<file path="src/rtl/context_pkg.sv">
// Shared definitions for the context save/restore engine: FSM encoding,
// register-index width and the PC-mirror register index.
package context_pkg;

  localparam int DEFAULT_NUM_REGS = 32;
  localparam int IDX_W            = 5;
  localparam int PC_MIRROR_IDX    = 28;

  typedef enum logic [1:0] {
    IDLE    = 2'd0,
    SAVE    = 2'd1,
    RESTORE = 2'd2,
    FINISH  = 2'd3
  } state_t;

endpackage

</file>
<file path="src/rtl/context_index_counter.sv">
// Register index counter for context transfers: clear, increment, terminal flag.
// With CONTEXT_SKIP_PC_REG_EN defined the increment steps over the PC mirror index.
module context_index_counter
  import context_pkg::*;
#(
  parameter int NUM_REGS = DEFAULT_NUM_REGS
) (
  input  logic             clock,
  input  logic             reset_n,
  input  logic             clear,
  input  logic             inc,
  output logic [IDX_W-1:0] index,
  output logic             last
);

  localparam logic [IDX_W-1:0] LAST_IDX = IDX_W'(NUM_REGS - 1);

  logic [IDX_W-1:0] next_index;

  always_comb begin
    next_index = index + IDX_W'(1);
`ifdef CONTEXT_SKIP_PC_REG_EN
    // The PC mirror is rewritten by hardware, so its slot is never transferred.
    if (next_index == IDX_W'(PC_MIRROR_IDX)) next_index = index + IDX_W'(2);
`endif
  end

  always_ff @(posedge clock) begin
    if (!reset_n)   index <= '0;
    else if (clear) index <= '0;
    else if (inc)   index <= next_index;
  end

  assign last = (index == LAST_IDX);

endmodule

</file>
<file path="src/rtl/context_switcher.sv">
// Copies the register file to a memory frame (save) or back (restore).
// Optional build macro: CONTEXT_SKIP_PC_REG_EN (skip the PC mirror register).
module context_switcher
  import context_pkg::*;
#(
  parameter int NUM_REGS   = DEFAULT_NUM_REGS,
  parameter int MEM_ADDR_W = 10
) (
  input  logic                  clock,
  input  logic                  reset_n,
  input  logic                  start_save,
  input  logic                  start_restore,
  input  logic [MEM_ADDR_W-1:0] base_address,
  output logic [4:0]            rf_read_address,
  input  logic [31:0]           rf_read_data,
  output logic [4:0]            rf_write_address,
  output logic [31:0]           rf_write_data,
  output logic                  rf_write_enable,
  output logic [MEM_ADDR_W-1:0] mem_address,
  output logic [31:0]           mem_write_data,
  output logic                  mem_write_enable,
  input  logic [31:0]           mem_read_data,
  output logic                  busy,
  output logic                  done,
  output state_t                fsm_state
);

  state_t                state, next_state;
  logic [MEM_ADDR_W-1:0] base_reg;
  logic                  drain;
  logic                  wr_pending;
  logic [IDX_W-1:0]      wr_index;
  logic [IDX_W-1:0]      index;
  logic                  last;
  logic                  issuing;
  logic                  clear_idx;

  assign issuing   = (state == SAVE) || ((state == RESTORE) && !drain);
  assign clear_idx = (state == IDLE) || (state == FINISH);

  context_index_counter #(
    .NUM_REGS(NUM_REGS)
  ) u_index (
    .clock  (clock),
    .reset_n(reset_n),
    .clear  (clear_idx),
    .inc    (issuing),
    .index  (index),
    .last   (last)
  );

  always_ff @(posedge clock) begin
    if (!reset_n) state <= IDLE;
    else          state <= next_state;
  end

  always_comb begin
    next_state = state;
    case (state)
      IDLE: begin
        if (start_save)         next_state = SAVE;
        else if (start_restore) next_state = RESTORE;
      end
      SAVE:    if (last)  next_state = FINISH;
      RESTORE: if (drain) next_state = FINISH;
      FINISH:  next_state = IDLE;
      default: next_state = IDLE;
    endcase
  end

  // Restore is a two-stage pipe: address out in one cycle, register write the
  // next; drain is the extra cycle that retires the final read.
  always_ff @(posedge clock) begin
    if (!reset_n) begin
      base_reg   <= '0;
      drain      <= 1'b0;
      wr_pending <= 1'b0;
      wr_index   <= '0;
    end else begin
      if ((state == IDLE) && (start_save || start_restore)) base_reg <= base_address;
      drain      <= (state == RESTORE) && (drain || last);
      wr_pending <= (state == RESTORE) && !drain;
      wr_index   <= index;
    end
  end

  always_comb begin
    rf_read_address  = '0;
    rf_write_address = '0;
    rf_write_data    = '0;
    rf_write_enable  = 1'b0;
    mem_address      = '0;
    mem_write_data   = '0;
    mem_write_enable = 1'b0;
    busy             = (state != IDLE);
    done             = (state == FINISH);
    case (state)
      SAVE: begin
        rf_read_address  = index;
        mem_address      = base_reg + MEM_ADDR_W'(index);
        mem_write_data   = rf_read_data;
        mem_write_enable = 1'b1;
      end
      RESTORE: begin
        if (!drain) mem_address = base_reg + MEM_ADDR_W'(index);
        if (wr_pending) begin
          rf_write_enable  = 1'b1;
          rf_write_address = wr_index;
          rf_write_data    = mem_read_data;
        end
      end
      default: ;
    endcase
  end

  assign fsm_state = state;

endmodule

</file>
<file path="config.mk">
export PLATFORM = sky130hd
export DESIGN_NAME = context_switcher
export DESIGN_NICKNAME = d
export VERILOG_FILES = /design/src/rtl/context_pkg.sv /design/src/rtl/context_index_counter.sv /design/src/rtl/context_switcher.sv
export SDC_FILE = /design/constraint.sdc
export NUM_CORES = 1
export LEC_CHECK = 0
export CORE_ASPECT_RATIO = 2
export CORE_UTILIZATION = 31
export CTS_CLUSTER_DIAMETER = 200
export DETAILED_ROUTE_END_ITERATION = 10
export PLACE_DENSITY = 0.82
export SLEW_MARGIN = 20
export SYNTH_ARGS = -nofsm -noshare
export SYNTH_HDL_FRONTEND = slang
export SYNTH_SLANG_ARGS = --single-unit
</file>
<file path="constraint.sdc">
create_clock -name clock -period 2.5 [get_ports clock]
set_input_delay 0.375 -clock clock [delete_from_list [all_inputs] [get_ports clock]]
set_output_delay 0.375 -clock clock [all_outputs]
set_load 0.01 [all_outputs]
</file>
==> tab_implementation.tex <==
\begin{tabular}{lr}
\hline
Metric & Value \\
\hline
\multicolumn{2}{l}{\textbf{Outcome}} \\
\quad Status & finished, violations left \\
\quad Violated checks & design-rule violations \\
\multicolumn{2}{l}{\textbf{Final layout}} \\
\quad Summed area of non-filler cells in the final layout & about 0.0038 mm² \\
\quad Max FFs per register & 10 \\
\quad Share of final-layout standard cells stronger than drive strength 1 & 0.0817 \\
\quad Number of cells in the finished layout apart from fillers & $\sim$470 \\
\quad Number of antenna repair diodes & 0 \\
\quad Area added between synthesis and finish & 104\% \\
\quad Number of fillers in the final layout & 498 \\
\quad Utilization after layout & 0.658 \\
\quad \# nets final & 495 \\
\quad FF/Latch Area & 480 µm² \\
\quad Multi-input gate area & 0.00131 mm² \\
\multicolumn{2}{l}{\textbf{Worst setup path}} \\
\quad Setup crit end kind & output port \\
\quad Required @ worst endpoint & 2.12 ns \\
\quad Kind of start point of the critical path & flip-flop \\
\quad Crit Path Max Fanout & 3 \\
\quad Critical Path AT & between 2 and 2.5 ns \\
\quad Class of the most critical setup path & flip-flop to output port \\
\multicolumn{2}{l}{\textbf{Yosys}} \\
\quad Post-synthesis sequential area ratio & 0.259 \\
\quad Ys flop type & dfxtp\_1 \\
\quad Number of distinct library cells after synthesis & 34 \\
\quad Area contributors post-synth & dfxtp\_1, and2\_1, and3\_1 \\
\quad Cells after Synth & 233 \\
\quad Cell type contributing the most total cell area after synthesis & dfxtp\_1 \\
\quad Post-synth EDFFs & 0 \\
\quad Yosys warns & 0 \\
\quad Number of nets produced by synthesis & about 320 \\
\quad Mapped Avg Cell Area & 7.97 µm² \\
\quad Synthesized cell area & 0.00186 mm² \\
\quad Synth Register Bits & 24 \\
\quad Post-synth top area share & 0.259 \\
\quad Post-synthesis async set-or-reset flop share & 0 \\
\multicolumn{2}{l}{\textbf{Detailed routing}} \\
\quad DRT Wirelength & 6.68 mm \\
\quad Remaining number of nets flagged by the antenna check after routing & 0 \\
\quad Number of detailed-routing iterations run before antenna repair & 7 \\
\quad Via count normalized by instance count & slightly below 5 \\
\quad DRC violation count after routing & 37 \\
\quad Detailed-route via count & 2287 \\
\quad Starting DRT DRC Count & around 110 \\
\quad Wire per inst & 14.4 µm \\
\multicolumn{2}{l}{\textbf{Power and ir drop}} \\
\quad Leakage Power & between 1.5 and 2 nW \\
\quad Final Power & 2.17 mW \\
\quad Power density over the cells & 572 mW/mm² \\
\quad Largest vdd supply drop & 0.000464 V \\
\multicolumn{2}{l}{\textbf{STA}} \\
\quad Total count of hold-check failures in the final report & 0 \\
\quad Final clock period utilization by the worst path & 0.970 \\
\quad Post-layout min period & 2.42 ns \\
\quad Clock skew & 0.00412 ns \\
\quad Worst slew margin relative to its limit & 0.780 \\
\quad Max Clock Freq & approximately 410 MHz \\
\quad Count of final setup violators & 0 \\
\quad Measured slew at the worst slew-check pin & between 0.3 and 0.4 ns \\
\quad Pins Over Slew Limit & 0 \\
\quad TNS Setup & 0 ns \\
\quad Minimum hold slack & a little over 0.5 ns \\
\quad Worst path setup slack after routing & around 0.076 ns \\
\multicolumn{2}{l}{\textbf{Floorplan}} \\
\quad Initial Utilization & 0.322 \\
\quad Floorplan die height & around 110 µm \\
\quad Width of the die & 56.7 µm \\
\quad Core footprint & 0.00576 mm² \\
\quad Die Footprint & 0.00632 mm² \\
\quad Number of cell rows & 39 \\
\quad Boundary Pins & 168 \\
\multicolumn{2}{l}{\textbf{CTS}} \\
\quad Clock slew at the register clock pins of the worst setup and hold paths & roughly 0.06 ns \\
\quad Cell chosen for the clock root & clkbuf\_16 \\
\quad CTS H-tree depth & 1 \\
\quad Clock tree from TritonCTS & yes \\
\quad Insertion delay of the later-clocked pin in the worst-skew pair & 0.26 ns \\
\quad Cts bufs inserted & 3 \\
\quad TritonCTS Sinks & 24 \\
\quad Clock buffer depth & 2 \\
\multicolumn{2}{l}{\textbf{Global routing}} \\
\quad Number of antenna violations at the first check in global routing & 0 \\
\quad GRT Util Overall & 0.202 \\
\quad Wire length of the first global-routing pass & slightly above 10 mm \\
\quad Remaining global-route overflow & 0 \\
\quad Number of global-route vias before repair & 2175 \\
\quad Maximum number of pins on one net before global-route repair & 40 \\
\multicolumn{2}{l}{\textbf{Placement}} \\
\quad Detailed placement HPWL & approximately 5.4 mm \\
\quad Area after DPL & 0.00364 mm² \\
\quad Port-buffer cells & 167 \\
\quad Placer congestion estimate & 0.847 \\
\quad Number of instances in the placed design & around 460 \\
\quad Setup slack at placement & -0.0526 ns \\
\multicolumn{2}{l}{\textbf{Worst hold path}} \\
\quad Class of the most critical hold timing path & flip-flop to flip-flop \\
\multicolumn{2}{l}{\textbf{Job}} \\
\quad Reported max-cap violation count & 0 \\
\hline
\end{tabular}
## Yosys cell counts (all sizes together), types with 2 or more instances
cell type,number
nor3,3
a2111o,2
nand2b,2
inv,7
xor2,3
nand3,2
nor2,8
nor2b,15
a21o,3
nand4,2
o21ai,10
mux2i,14
o21a,3
nand2,8
clkbuf,14
a21oi,9
a211oi,2
and2,45
buf,2
and3,38
ha,11
dfxtp,24
## placed cells by master (no fill, tap or decap), types with 2 or more instances in the layout
cell type          n
a2111o_1           2
o21a_1             2
a21oi_1            8
nand2b_1           2
mux2i_1           14
xor2_1             3
nand3_1            2
dlygate4sd2_1      3
nand2_1            8
nor2_1             7
nor2b_1           14
inv_1              6
buf_4             15
dfxtp_1           24
clkdlybuf4s50_1  160
o21ai_1            4
a21o_1             3
and2_1            45
nor3_1             3
ha_1              10
clkbuf_16          3
and3_1            38
o21ai_0            5
nand4_1            2
## per-layer routing
| metal | global-route usage | share of wire | vias up |
|---|---|---|---|
| li1 | - | - | 1139 |
| met5 | 0 | 0 | - |
| met3 | 0.0418 | 0.088 | 6 |
| met2 | 0.419 | 0.58 | 123 |
| met4 | 0.0617 | 0.012 | 0 |
| met1 | 0.182 | 0.32 | 1019 |
## area by class of cell
class | count | share of cell area
timing repair buffer | 183 | 0.471
multi-input combinational | 186 | 0.347
sequential | 24 | 0.127
tap | 61 | 0.0202
clock buffer | 3 | 0.0198
clock inverter | 1 | 0.00793
inverter | 7 | 0.00694
## critical path, stage by stage (launching register included)
cell             delay [ns]
dfxtp_1                0.34
ha_1                   0.17
inv_1                  0.06
fa_2                   0.35
nor2b_2                0.15
o31a_1                 0.23
o21ai_1                0.10
mux2i_1                0.16
clkdlybuf4s15_2        0.24
## cells by family after synthesis
family / synth area share
buf+inv: 0.0512
xor+xnor: 0.0142
simple gates: 0.398
compound gates: 0.117
fa+ha+maj: 0.0849
flops: 0.259
mux: 0.0755
## what timing repair did
action,4_1_cts,5_1_grt
pin swaps,2,1
setup endpoints to repair,7,33
buffers inserted,1,1
cloned,0,0
hold buffers,0,0
resized for setup,14,10
## power breakdown
part | switching (mW) | internal (mW) | total (mW)
Sequential | 0.0556 | 0.446 | 0.502
Clock | 0.141 | 0.318 | 0.459
Combinational | 0.563 | 0.644 | 1.21
## worst paths after layout
check,startpoint,endpoint,slack (ns),cells past startpoint
setup / recovery,base_reg[0]$_SDFFE_PN0P_,mem_address[6],0.08,8
hold / removal,drain$_SDFF_PN0_,drain$_SDFF_PN0_,0.51,1
setup reg to reg,fsm_state[1]$_SDFFE_PN0P_,fsm_state[1]$_SDFFE_PN0P_,0.70,7
hold reg to reg,drain$_SDFF_PN0_,drain$_SDFF_PN0_,0.51,1
(Power assumes the default switching activity.)
